[src/rtl/bitserial_alu_seq.sv]
// Bit-serial sequencer driving a one-bit ALU slice LSB first; WIDTH cycles per operation.
// Optional OVF_EN macro adds the overflow output and makes SLT use sign ^ overflow.
module bitserial_alu_seq #(
    parameter int WIDTH = 32
) (
    input  logic             clk,
    input  logic             reset,
    input  logic             start,
    input  logic [WIDTH-1:0] a,
    input  logic [WIDTH-1:0] b,
    input  logic [2:0]       aluop,
    output logic             busy,
    output logic             done,
    output logic [WIDTH-1:0] result,
    output logic             cout,
    output logic             zero,
`ifdef OVF_EN
    output logic             overflow,
`endif
    output logic             slice_ai,
    output logic             slice_bi,
    output logic             slice_ci,
    output logic             slice_less,
    output logic [2:0]       slice_aluop,
    input  logic             slice_ri,
    input  logic             slice_cinext
);
    localparam int CW = $clog2(WIDTH + 1);
    localparam logic [CW-1:0] LAST = CW'(WIDTH - 1);

    typedef enum logic [1:0] {IDLE, RUN, DONE} state_t;

    state_t           state_q, state_d;
    logic [WIDTH-1:0] a_q, a_d, b_q, b_d, r_q, r_d;
    logic [WIDTH-1:0] result_q, result_d;
    logic [2:0]       op_q, op_d;
    logic [CW-1:0]    cnt_q, cnt_d;
    logic             carry_q, carry_d;
    logic             cout_q, cout_d;
    logic             zero_q, zero_d;
    logic             accept;
    logic             set_bit;
    logic [WIDTH-1:0] r_shift;
`ifdef OVF_EN
    logic             ovf_q, ovf_d;
`endif

    always_comb begin
        state_d     = state_q;
        a_d         = a_q;
        b_d         = b_q;
        r_d         = r_q;
        op_d        = op_q;
        cnt_d       = cnt_q;
        carry_d     = carry_q;
        result_d    = result_q;
        cout_d      = cout_q;
        zero_d      = zero_q;
`ifdef OVF_EN
        ovf_d       = ovf_q;
`endif
        slice_ai    = 1'b0;
        slice_bi    = 1'b0;
        slice_ci    = 1'b0;
        slice_less  = 1'b0;
        slice_aluop = 3'b000;
        accept      = start && (state_q != RUN);
        r_shift     = {slice_ri, r_q[WIDTH-1:1]};
        // carry_q holds the carry into the MSB while the last bit is in the slice
`ifdef OVF_EN
        set_bit     = slice_ri ^ (carry_q ^ slice_cinext);
`else
        set_bit     = slice_ri;
`endif

        case (state_q)
            IDLE: ;
            RUN: begin
                slice_ai    = a_q[0];
                slice_bi    = b_q[0];
                slice_ci    = carry_q;
                slice_aluop = (op_q[1:0] == 2'b11) ? 3'b110 : op_q;
                a_d         = a_q >> 1;
                b_d         = b_q >> 1;
                r_d         = r_shift;
                carry_d     = slice_cinext;
                cnt_d       = cnt_q + CW'(1);
                if (cnt_q == LAST) begin
                    state_d  = DONE;
                    result_d = (op_q[1:0] == 2'b11) ? {{(WIDTH-1){1'b0}}, set_bit} : r_shift;
                    zero_d   = (result_d == '0);
                    cout_d   = slice_cinext;
`ifdef OVF_EN
                    ovf_d    = op_q[1] & (carry_q ^ slice_cinext);
`endif
                end
            end
            DONE:    state_d = IDLE;
            default: state_d = IDLE;
        endcase

        if (accept) begin
            state_d = RUN;
            a_d     = a;
            b_d     = b;
            op_d    = aluop;
            carry_d = aluop[2];
            cnt_d   = '0;
            r_d     = '0;
        end
    end

    always_ff @(posedge clk) begin
        if (reset) begin
            state_q  <= IDLE;
            a_q      <= '0;
            b_q      <= '0;
            r_q      <= '0;
            op_q     <= '0;
            cnt_q    <= '0;
            carry_q  <= 1'b0;
            result_q <= '0;
            cout_q   <= 1'b0;
            zero_q   <= 1'b0;
`ifdef OVF_EN
            ovf_q    <= 1'b0;
`endif
        end else begin
            state_q  <= state_d;
            a_q      <= a_d;
            b_q      <= b_d;
            r_q      <= r_d;
            op_q     <= op_d;
            cnt_q    <= cnt_d;
            carry_q  <= carry_d;
            result_q <= result_d;
            cout_q   <= cout_d;
            zero_q   <= zero_d;
`ifdef OVF_EN
            ovf_q    <= ovf_d;
`endif
        end
    end

    assign busy   = (state_q == RUN);
    assign done   = (state_q == DONE);
    assign result = result_q;
    assign cout   = cout_q;
    assign zero   = zero_q;
`ifdef OVF_EN
    assign overflow = ovf_q;
`endif

endmodule

[config.mk]
export PLATFORM = sky130hd
export DESIGN_NAME = bitserial_alu_seq
export DESIGN_NICKNAME = d
export VERILOG_FILES = /design/src/rtl/bitserial_alu_seq.sv
export SDC_FILE = /design/constraint.sdc
export NUM_CORES = 1
export LEC_CHECK = 0
export CAP_MARGIN = 20
export CORE_ASPECT_RATIO = 1.5
export CORE_MARGIN = 3
export CORE_UTILIZATION = 50
export CTS_CLUSTER_SIZE = 8
export DETAILED_ROUTE_END_ITERATION = 10
export PLACE_DENSITY_LB_ADDON = 0.3
export SLEW_MARGIN = 40
export SYNTH_ARGS = -nofsm -noshare
export SYNTH_HDL_FRONTEND = slang
export SYNTH_SLANG_ARGS = --single-unit
export TNS_END_PERCENT = 10
[constraint.sdc]
create_clock -name clk -period 4 [get_ports clk]
set_input_delay 0.8 -clock clk [delete_from_list [all_inputs] [get_ports clk]]
set_output_delay 0.8 -clock clk [all_outputs]
set_load 0.005 [all_outputs]
==> metrics.md <==
| Metric | Value |
|---|---|
| Max_slew headroom | 0.517 |
| Vias in the first global route | about 4600 |
| Filler cell count | approximately 890 |
| Status | finished, final reports clean |
| Ant diodes | 0 |
| Hold Crit Class | flip-flop to flip-flop |
| Post-synth cell types | 33 |
| Worst VDD drop | roughly 0.34 mV |
| Tcrit/Tclk final | 0.699 |
| Sequential-to-total area share from yosys stat | 0.494 |
| Crit path time final | about 2.8 ns |
| DR WL/cell | about 15 um |
| Synth Register Bits | about 140 |
| Element type at the critical path end | primary output |
| Setup Crit Path Kind | flip-flop to primary output |
| Number of max-cap violations | 0 |
| Area Growth Syn to Fin | 29.6% |
| Residual DRC count | 0 |
| TritonCTS clock tree | done |
| Kind of cell adding the most delay to the critical path | buffers and inverters |
| TritonRoute pass-1 iters | 5 |
| Syn Inst Count | around 650 |
| Post-cts resize count | 0 |
| Gr usage total | 0.207 |
| CTS Hold Bufs | 0 |
| Highest clock rate | around 360 MHz |
| Initial drt markers | 250 |
| Fin. max-slew vios | 0 |
| Setup bufs post-CTS | 0 |
| PwrDens | roughly 470 nW/um2 |
| RSZ-0062 raised after global routing | false |
| Setup TNS Final | 0 ns |
| CTS clk-pin slew, worst paths | around 0.050 ns |
| Syn Nets | ~720 |
| Final setup fails | 0 |
| Critical path data required time | 3.20 ns |
| H-Tree Depth | 4 |
| GR Overflow Total | 0 |
| Clock Latency Late Sink | a little over 0.4 ns |
| Site Rows | 47 |
| Worst Path Arrival | around 2 ns |
| Synth top area cells | dfxtp_1, mux2i_1, a211oi_1, nand2_1, a21oi_1 |
| Die ar. | between 10000 and 15000 um2 |
| Antenna violations before repair | 0 |
| Multi-input gate area | between 2000 and 3000 um2 |
| Worst path max stage delay | approximately 0.50 ns |
| Detailed placer's ending HPWL | 8610 um |
| CP Max Fanout | 20 |
| Worst-margin pin slew | 0.724 ns |
| DR vias/cell | 5.37 |
| Die H | roughly 140 um |
| Core Area | about 11000 um2 |
| Final hold vios | 0 |
| Synth top area share | 0.494 |
| FF/Latch Area | approximately 2800 um2 |
| First-pass GRT wire length | approximately 21000 um |
| Crit path launch type | flip-flop |
| Root Driver | clkbuf_16 |
| P_leak | between 0.002 and 0.003 uW |
| Port Buffers | 113 |
| Initial Utilization | 0.515 |
| Buffers and inverters on the worst path | 2 |
| Num ports | 115 |
| Antenna Violating Nets Remaining | 0 |
| Die Width | 93.3 um |
| Share of layout cells above drive strength 1 | 0.0567 |
| CTS sink count | approximately 140 |
| Final GP Congestion | 0.774 |
| Commonest non-fill, non-tap cell in the layout | dfxtp_1 |
| CP Cell Sequence | nand2b_4, inv_2, and2_1, clkdlybuf4s50_1 |
| Synth area leader | dfxtp_1 |
| Mapped cell area | around 5700 um2 |
| Most frequent cells in the layout | dfxtp_1, clkdlybuf4s50_1, nand2_1 |
| Inserted Clock Buffers | 17 |
| Clock Skews | 0.00759 ns |
| Slowest stage cell on the critical path | clkdlybuf4s50_1 |
| Post-layout util | 0.667 |
| Clock buffer depth | 2 |
| YS warnings | 0 |
| Avg Cell Area, Syn | between 8 and 9 um2 |
| Vias | between 4000 and 5000 |
| WL final | between 10000 and 15000 um |
| Nets | between 800 and 900 |
| Largest net degree at the start of global routing | 78 |
==> metal layers <==
| metal | routed length, um | track usage |
|---|---|---|
| met5 | 0 | 0 |
| met2 | 6570 | 0.353 |
| met3 | 764 | 0.0770 |
| met1 | 5410 | 0.243 |
| met4 | 180 | 0.0562 |
==> through the flow <==
stage,power (uW),setup WS [ns],hold WS [ns],cells,area (um2)
finish,3460,1.20,0.449,888,7410
global route,3590,1.08,0.463,888,7410
CTS,3480,1.20,0.452,888,7410
detailed placement,1820,1.59,0.446,856,6790
global placement,1800,1.67,0.440,856,6780
floorplan,1700,2.07,0.436,646,5720
==> worst min-delay path, cell delays in order (launching register included) <==
cell     delay (ns)
dfxtp_1        0.30
nand2_1        0.05
a21oi_1        0.05
==> flip-flops by register name, indices dropped and copies added, names as in the netlist <==
name     flops
zero         1
result      32
a_q         32
carry_q      1
cout         1
op_q         3
cnt_q        6
state_q      2
r_q         31
b_q         32
==> worst paths after layout <==
check / end / from / slack [ns] / cells past startpoint
min: result[5] / result[5] / 0.45 / 2
max: slice_aluop[1] / state_q[0] / 1.20 / 4
min reg2reg: result[5] / result[5] / 0.45 / 2
max reg2reg: b_q[21] / state_q[1] / 1.64 / 5
==> report_power, final <==
part           switching, uW  internal [uW]  total (uW)
Clock                    548           1120        1670
Sequential              35.6           1470        1500
Combinational            144            143         287
==> cells in the mapped netlist (all sizes together) <==
| cell type | n |
|---|---|
| ha | 1 |
| a311oi | 1 |
| nand4 | 3 |
| o21a | 1 |
| nand3 | 36 |
| and2 | 4 |
| nand4b | 1 |
| clkbuf | 18 |
| o21ai | 1 |
| a211oi | 63 |
| or3 | 1 |
| xnor2 | 3 |
| mux2i | 65 |
| nor2 | 73 |
| conb | 1 |
| inv | 1 |
| nand2b | 2 |
| a21oi | 68 |
| nor3 | 6 |
| a22o | 1 |
| xor2 | 2 |
| dfxtp | 141 |
| buf | 39 |
| nor4 | 7 |
| nor3b | 1 |
| nor2b | 1 |
| nand2 | 105 |
==> layout make-up <==
cell class,instances,area share
Timing Repair Buffer,120,0.159
Clock buffer,25,0.0628
Inverter,1,0.000506
Multi-Input combinational cell,447,0.350
Clock inverter,7,0.0216
Sequential cell,141,0.381
Tap cell,147,0.0248
==> cells by family (layout without fill, tap and decap cells) <==
group	Yosys count	count (layout)	synth area share
buffers and inverters	58	153	0.0543
adder cells (fa/ha/maj)	1	1	0.00219
AO/OA/AOI/OAI	135	135	0.147
other	1	1	0.000656
XOR/XNOR	5	5	0.00766
AND/OR/NAND/NOR	240	240	0.180
flip-flops	141	141	0.494
multiplexers	65	65	0.114
(Power assumes the default switching activity.)
